**config.mk**
```make
export PLATFORM = sky130hd
export DESIGN_NAME = ucaspian_tx_arbiter
export DESIGN_NICKNAME = d
export VERILOG_FILES = /design/src/rtl/ucaspian_pkg.sv /design/src/rtl/ucaspian_rr_pick.sv /design/src/rtl/ucaspian_tx_arbiter.sv
export SDC_FILE = /design/constraint.sdc
export NUM_CORES = 1
export LEC_CHECK = 0
export ABC_AREA = 1
export BUFFER_PORTS_ARGS = -buffer_cell sky130_fd_sc_hd__buf_4
export CORE_ASPECT_RATIO = 0.9
export CORE_UTILIZATION = 41
export DETAILED_ROUTE_END_ITERATION = 12
export GPL_ROUTABILITY_DRIVEN = 0
export PLACE_DENSITY = 0.72
export SYNTH_ARGS = -nofsm -noshare
export SYNTH_HDL_FRONTEND = slang
export SYNTH_SLANG_ARGS = --single-unit
```
**constraint.sdc**
```tcl
create_clock -name sys_clk -period 3.7 [get_ports sys_clk]
set_input_delay 0.74 -clock sys_clk [delete_from_list [all_inputs] [get_ports sys_clk]]
set_output_delay 0.74 -clock sys_clk [all_outputs]
set_load 0.005 [all_outputs]
```
**src/rtl/ucaspian_pkg.sv**
```systemverilog
// Shared types and constants for the uCaspian host-bound output path.
package ucaspian_pkg;

  typedef enum logic {
    ARB_IDLE,
    ARB_STREAM
  } arb_state_t;

  localparam int BYTE_W  = 8;
  localparam int MAX_SRC = 8;

  // Index width for a source count; never narrower than one bit.
  function automatic int src_idx_w(input int n);
    return (n > 1) ? $clog2(n) : 1;
  endfunction

  typedef logic [$clog2(MAX_SRC)-1:0] src_idx_t;

endpackage

```
**src/rtl/ucaspian_rr_pick.sv**
```systemverilog
// Combinational round-robin finder: first asserted request at or after ptr, wrapping.
module ucaspian_rr_pick
  import ucaspian_pkg::*;
#(
  parameter int NUM_SRC = 4
) (
  input  logic [NUM_SRC-1:0]               req,
  input  logic [src_idx_w(NUM_SRC)-1:0]    ptr,
  output logic                             gnt_vld,
  output logic [src_idx_w(NUM_SRC)-1:0]    idx
);

  localparam int IDX_W = src_idx_w(NUM_SRC);

  always_comb begin
    gnt_vld = 1'b0;
    idx     = '0;
    for (int unsigned k = 0; k < NUM_SRC; k++) begin
      int unsigned c;
      // ptr is always < NUM_SRC, so a single subtraction wraps the sum
      c = 32'(ptr) + k;
      if (c >= NUM_SRC) c = c - NUM_SRC;
      if (!gnt_vld && req[IDX_W'(c)]) begin
        gnt_vld = 1'b1;
        idx     = IDX_W'(c);
      end
    end
  end

endmodule

```
**src/rtl/ucaspian_tx_arbiter.sv**
```systemverilog
// Packet-atomic round-robin arbiter sharing the host read channel among NUM_SRC sources.
module ucaspian_tx_arbiter
  import ucaspian_pkg::*;
#(
  parameter int NUM_SRC = 4,
  parameter int DATA_W  = BYTE_W
) (
  input  logic                           sys_clk,
  input  logic                           reset,
  input  logic [NUM_SRC*DATA_W-1:0]      src_data,
  input  logic [NUM_SRC-1:0]             src_vld,
  input  logic [NUM_SRC-1:0]             src_last,
  output logic [NUM_SRC-1:0]             src_rdy,
  output logic [DATA_W-1:0]              read_data,
  output logic                           read_vld,
  input  logic                           read_rdy,
  output logic                           busy,
  output logic [src_idx_w(NUM_SRC)-1:0]  grant_id
);

  localparam int IDX_W = src_idx_w(NUM_SRC);

  arb_state_t        state_q;
  logic [IDX_W-1:0]  rr_ptr_q;
  logic [IDX_W-1:0]  grant_q;
  logic [DATA_W-1:0] rdata_q;
  logic              rvld_q;

  logic              pick_vld;
  logic [IDX_W-1:0]  pick_idx;
  logic              out_free;
  logic              xfer;
  logic              last_xfer;
  logic [DATA_W-1:0] sel_data;

  ucaspian_rr_pick #(
    .NUM_SRC (NUM_SRC)
  ) u_pick (
    .req     (src_vld),
    .ptr     (rr_ptr_q),
    .gnt_vld (pick_vld),
    .idx     (pick_idx)
  );

  assign out_free = !rvld_q || read_rdy;

  always_comb begin
    src_rdy = '0;
    if (state_q == ARB_STREAM && out_free) src_rdy[grant_q] = 1'b1;
  end

  assign xfer      = src_rdy[grant_q] && src_vld[grant_q];
  assign last_xfer = xfer && src_last[grant_q];
  assign sel_data  = src_data[grant_q*DATA_W +: DATA_W];

  always_ff @(posedge sys_clk or posedge reset) begin
    if (reset) begin
      state_q  <= ARB_IDLE;
      rr_ptr_q <= '0;
      grant_q  <= '0;
      rdata_q  <= '0;
      rvld_q   <= 1'b0;
    end else begin
      // A new byte may reload the register in the same cycle the host drains it
      if (xfer) begin
        rdata_q <= sel_data;
        rvld_q  <= 1'b1;
      end else if (read_rdy) begin
        rvld_q  <= 1'b0;
      end

      case (state_q)
        ARB_IDLE: begin
          if (pick_vld) begin
            grant_q <= pick_idx;
            state_q <= ARB_STREAM;
          end
        end
        ARB_STREAM: begin
          if (last_xfer) begin
            state_q  <= ARB_IDLE;
            rr_ptr_q <= (grant_q == IDX_W'(NUM_SRC - 1)) ? '0 : grant_q + 1'b1;
          end
        end
        default: state_q <= ARB_IDLE;
      endcase
    end
  end

  assign read_data = rdata_q;
  assign read_vld  = rvld_q;
  assign busy      = (state_q == ARB_STREAM);
  assign grant_id  = grant_q;

endmodule
```
* Word level (Yosys, flattened, before mapping) *
Cells that the tools add are included.

word-level totals
  input port bits = 43
  word-level logic and storage cells = 76
  bits in registers = 14

operators by class
  mux-type cells = 35
  bitwise logic cells = 1
  $add $sub $neg = 8
  equal/unequal tests = 1
  $lt $le $gt $ge = 10
  shift-type cells = 1
  reductions and logical operators = 15

operator list
  operator                                                               count
  32-bit by 6-bit variable part select with 8-bit output                 1
  2-bit 2-to-1 mux                                                       9
  1-bit 2-to-1 mux                                                       16
  2-bit by 3-bit < comparator with 1-bit output, second input constant   5
  1-bit binary-select mux with 2-bit select                              7
  3-bit >= comparator, second input constant                             3
  2-bit by 1-bit subtractor with 2-bit output, second input constant     4
  1-bit logical AND                                                      7
  2-bit by 2-bit adder with 3-bit output, second input constant          2
  1-bit logical NOT                                                      4
  4-bit 2-to-1 mux                                                       1
  2-bit AND reduction                                                    2
  2-bit by 1-bit adder with 3-bit output, second input constant          1
  2-bit by 3-bit >= comparator with 1-bit output, second input constant  1
  2-bit by 1-bit adder with 2-bit output, second input constant          1
  1-bit demux with 2-bit select                                          1
  2-bit == test, second input constant                                   1
  2-bit by 1-bit >= comparator with 1-bit output, second input constant  1
  1-bit one-hot mux with 2 select lines                                  1
  2-bit nonzero test                                                     1
  1-bit logical OR                                                       1
  1-bit NOT                                                              1

* Logic depth before layout (Yosys ltp) *
  depth in word-level cells = 16
  depth in mapped cells = 11
  depth with buffers taken out = 11

* Hierarchy *
Synthesis repeated with hierarchy kept, for this count alone.

unflattened totals
  cells, all modules = 203
  area, all modules = 1403.8 sq um

by module, submodules not included
  module               times used  cells each  area each (sq um)
  ucaspian_tx_arbiter  1           144         1084.8
  ucaspian_rr_pick     1           59          319.1

* Worst setup path before layout *
No wires, ideal clock.

  path type = register -> output
  start point = reg grant_q[0], in the netlist grant_id[0]
  end point = out src_rdy[2]
  setup slack = 1.775 ns
  path buffers = 2
  stages on the path, launching flop included = 7
  arrival = 1.185 ns
  path through = dfrtp_1 -> inv_1 -> buf_4 -> buf_2 -> ha_1 -> inv_1 -> nor2_1

on the way
  longest elaborated chain between the ends = 5

ends and longest elaborated chain
  what                                                                                                                                   RTL line                   source
  from (decl)                                                                                                                            ucaspian_tx_arbiter.sv:25  logic [IDX_W-1:0] grant_q;
  from (signal assigned)                                                                                                                 ucaspian_tx_arbiter.sv:75  grant_q <= pick_idx;
  2-bit by 3-bit < comparator with 1-bit output (not written as such) or 2-bit by 1-bit >= comparator with 1-bit output (tied branches)  ucaspian_tx_arbiter.sv:49  if (state_q == ARB_STREAM && out_free) src_rdy[grant_q] = 1'b1;
  1-bit logical AND (not written as such)                                                                                                ucaspian_tx_arbiter.sv:49
  1-bit 2-to-1 mux (not written as such)                                                                                                 ucaspian_tx_arbiter.sv:49
  1-bit demux with 2-bit select (*)                                                                                                      ucaspian_tx_arbiter.sv:49
  4-bit 2-to-1 mux (*)                                                                                                                   ucaspian_tx_arbiter.sv:49
  to (decl)                                                                                                                              ucaspian_tx_arbiter.sv:13  output logic [NUM_SRC-1:0] src_rdy,

Mark *: on every way between the ends. The rest lies on a longest branch, timed or not.

* Worst setup path after layout *
Ends and elaborated chain as after synthesis.

==> key figures <==
Critical path
  • CP Cell Sequence: buf_4 > inv_1 > ha_1 > inv_1 > nor2_1 > buf_4
  • Crit path required time: 2960 ps
  • CP max-delay cell: inv_1
  • CP Buf/Inv Count: 4
  • CP peak stage delay: 440 ps
  • Family with the most delay on the worst path: buffers and inverters
  • Worst-path fanout max: 26
  • CP Class: reg2out
  • Critical path capture point type: primary output
  • Worst setup SP type: flip-flop
  • Arr. time, crit path: 1880 ps

Drt
  • Drt wl/cell: 11.2 µm
  • Vias per cell: 4.79
  • Initial DRC count: 68
  • DR pass1 iterations: 4
  • Remaining DRCs: 0
  • Via count: 1383
  • Post-route ant nets: 0
  • WL final: 3.25 mm

Clocking
  • Clk slew on worst S/H paths: 80 ps
  • CTS H-tree depth: 1
  • Post-CTS setup buffers: 0
  • Clock Sinks: 14
  • CTS resizes: 0
  • Total CTS buffers: 3
  • CTS Buffer Depth: 2
  • Root buffer cell: clkbuf_4
  • Worst-skew pair later-pin latency: 280 ps
  • CTS Hold Bufs: 0
  • CTS tree: done

GRT
  • Largest net degree at the start of global routing: 27
  • Total gr overflow: 0
  • Initial antenna violation count: 0
  • Vias in the first global route: 1268
  • First-pass GRT wire length: 5.37 mm
  • GRT Overall Usage: 22.0%

Layout
  • # diodes: 0
  • Most frequent cells in the layout: buf_4 (59), nand2_1 (54), nor2_1 (26), nand3_1 (20), o21ai_0 (18)
  • Final instance area: 0.00170 mm²
  • Commonest non-fill, non-tap cell in the layout: buf_4
  • Nets: 297
  • Area grow syn2layout: 38.3%
  • Util after Layout: 60.8%
  • Share of cells above drive strength 1: 32.5%

STA
  • Fmax: 382 MHz
  • Fin crit period: 2620 ps
  • Setup Total Neg Slack: 0 ps
  • Final clock skew: 0.622 ps
  • Final period util: 70.7%
  • RSZ-0062 raised after global routing: false
  • Fin. Hold Viols: 0
  • Slew margin rel.: 63.2%
  • Slew Viols, Final: 0
  • Final setup viols: 0
  • Slew @ Worst Pin: 552 ps

Placement
  • Buffers added on ports: 58
  • Post-DP Area: 0.00166 mm²
  • DP HPWL: 2.58 mm

Synth
  • Yosys warning count: 0
  • #FFs+latches synth: 14
  • Seq/Total Area, Yosys: 28.5%
  • Unique masters post-synth: 20
  • Synth Instances: 195
  • Net Count, Synth: 242
  • Syn Std Cell Area: 0.00123 mm²
  • Synthesized area per cell: 6.30 µm²

Run
  • Max-Cap Viols: 0

Floorplanning
  • CORE AREA: 0.00279 mm²
  • I/O Pins: 59
  • Initial Util: 44.0%
  • Die H: 53.9 µm
  • Area of the die: 0.00322 mm²
  • # rows: 18
  • Chip width: 59.7 µm

Power
  • Pwr dens: 728 mW/mm²
  • Leakage: 0.946 nW
  • Maximum VDD drop: 414 µV

Outcome
  • Outcome: finished, final reports clean

Min path
  • Hold Path Class: reg2reg
[routing by layer]
metal | global-route usage, % | share of wire (%) | vias to the layer above
li1 | - | - | 738
met1 | 30.2 | 49 | 602
met2 | 38.3 | 44 | 43
met3 | 2.88 | 6.2 | 0
met4 | 2.33 | 0 | 0
met5 | 0 | 0 | -
[cells by family (layout without fill, tap and decap cells)]
family / count (synthesis) / after routing / synth area share, %
AOI/OAI and AO/OA: 29 / 29 / 12.8
adders and majority gates: 4 / 4 / 4.07
buffers and inverters: 29 / 83 / 10.9
DFF: 14 / 14 / 28.5
and+or+nand+nor: 119 / 119 / 43.7
[worst register-to-register path, cell delays in order (launching register included)]
cell     delay [ps]
dfrtp_1         370
buf_4           210
inv_1           440
ha_1            240
inv_1            40
nor2_1          150
nand3_1         100
nand3_1         340
nand2_1         290
nand2_1         120
nand2_1          50
[metrics by stage]
stage,hold slack [ps],instances,setup WS [ps],total power (W)
final,483,289,1080,0.00124
after CTS,487,289,1090,0.00124
after global routing,507,289,940,0.00138
after detailed placement,461,285,1260,0.00113
after global placement,464,285,1390,0.00112
after floorplan,465,195,1770,0.000891
[Yosys cell counts]
cell,instances,share of area (%)
o21ai_1,1,0.41
a31oi_1,1,0.51
buf_4,3,1.8
ha_1,4,4.1
nor2_4,1,0.92
inv_2,3,0.92
nand2_1,54,16
o21ai_0,18,7.3
buf_6,1,0.92
clkbuf_2,1,0.41
buf_2,4,1.6
nand2_2,10,5.1
inv_1,17,5.2
nand4_1,4,2.0
nor2_1,26,7.9
dfrtp_1,14,29
nand3_2,3,2.4
and2_2,1,0.61
o22ai_1,9,4.6
nand3_1,20,8.1
[path summary, 6_finish.rpt]
kind	startpoint	end	slack (ps)	cells past startpoint
setup / recovery	grant_id[0]$_DFFE_PP0P_	src_rdy[2]	1080	6
hold / removal	read_data[7]$_DFFE_PP0P_	read_data[7]$_DFFE_PP0P_	480	2
setup reg to reg	grant_id[0]$_DFFE_PP0P_	read_data[0]$_DFFE_PP0P_	1240	10
hold reg to reg	read_data[7]$_DFFE_PP0P_	read_data[7]$_DFFE_PP0P_	480	2
max in group asynchronous	reset	read_data[6]$_DFFE_PP0P_	2870	2
min in group asynchronous	reset	read_data[7]$_DFFE_PP0P_	490	2
[cell type report]
class | count | area (µm²)
multi-input cells | 152 | 744
flip-flops and latches | 14 | 350
fillers | 290 | 1090
inverters | 20 | 75.1
repair buffers | 59 | 443
clock buffers | 4 | 36.3
well taps | 40 | 50.0
[flip-flops by register name (all words and copies together) (netlist names)]
name / flops
read_vld: 1
rr_ptr_q: 2
grant_id: 2
busy: 1
read_data: 8
[report_power, final]
part / total, W / internal [W] / switching [W]
logic: 0.000825 / 0.000339 / 0.000486
clock network: 0.000110 / 0.0000599 / 0.0000503
registers: 0.000302 / 0.000226 / 0.0000754
total: 0.00124 / 0.000625 / 0.000612
Note: power is estimated with default switching activity, not from simulation.
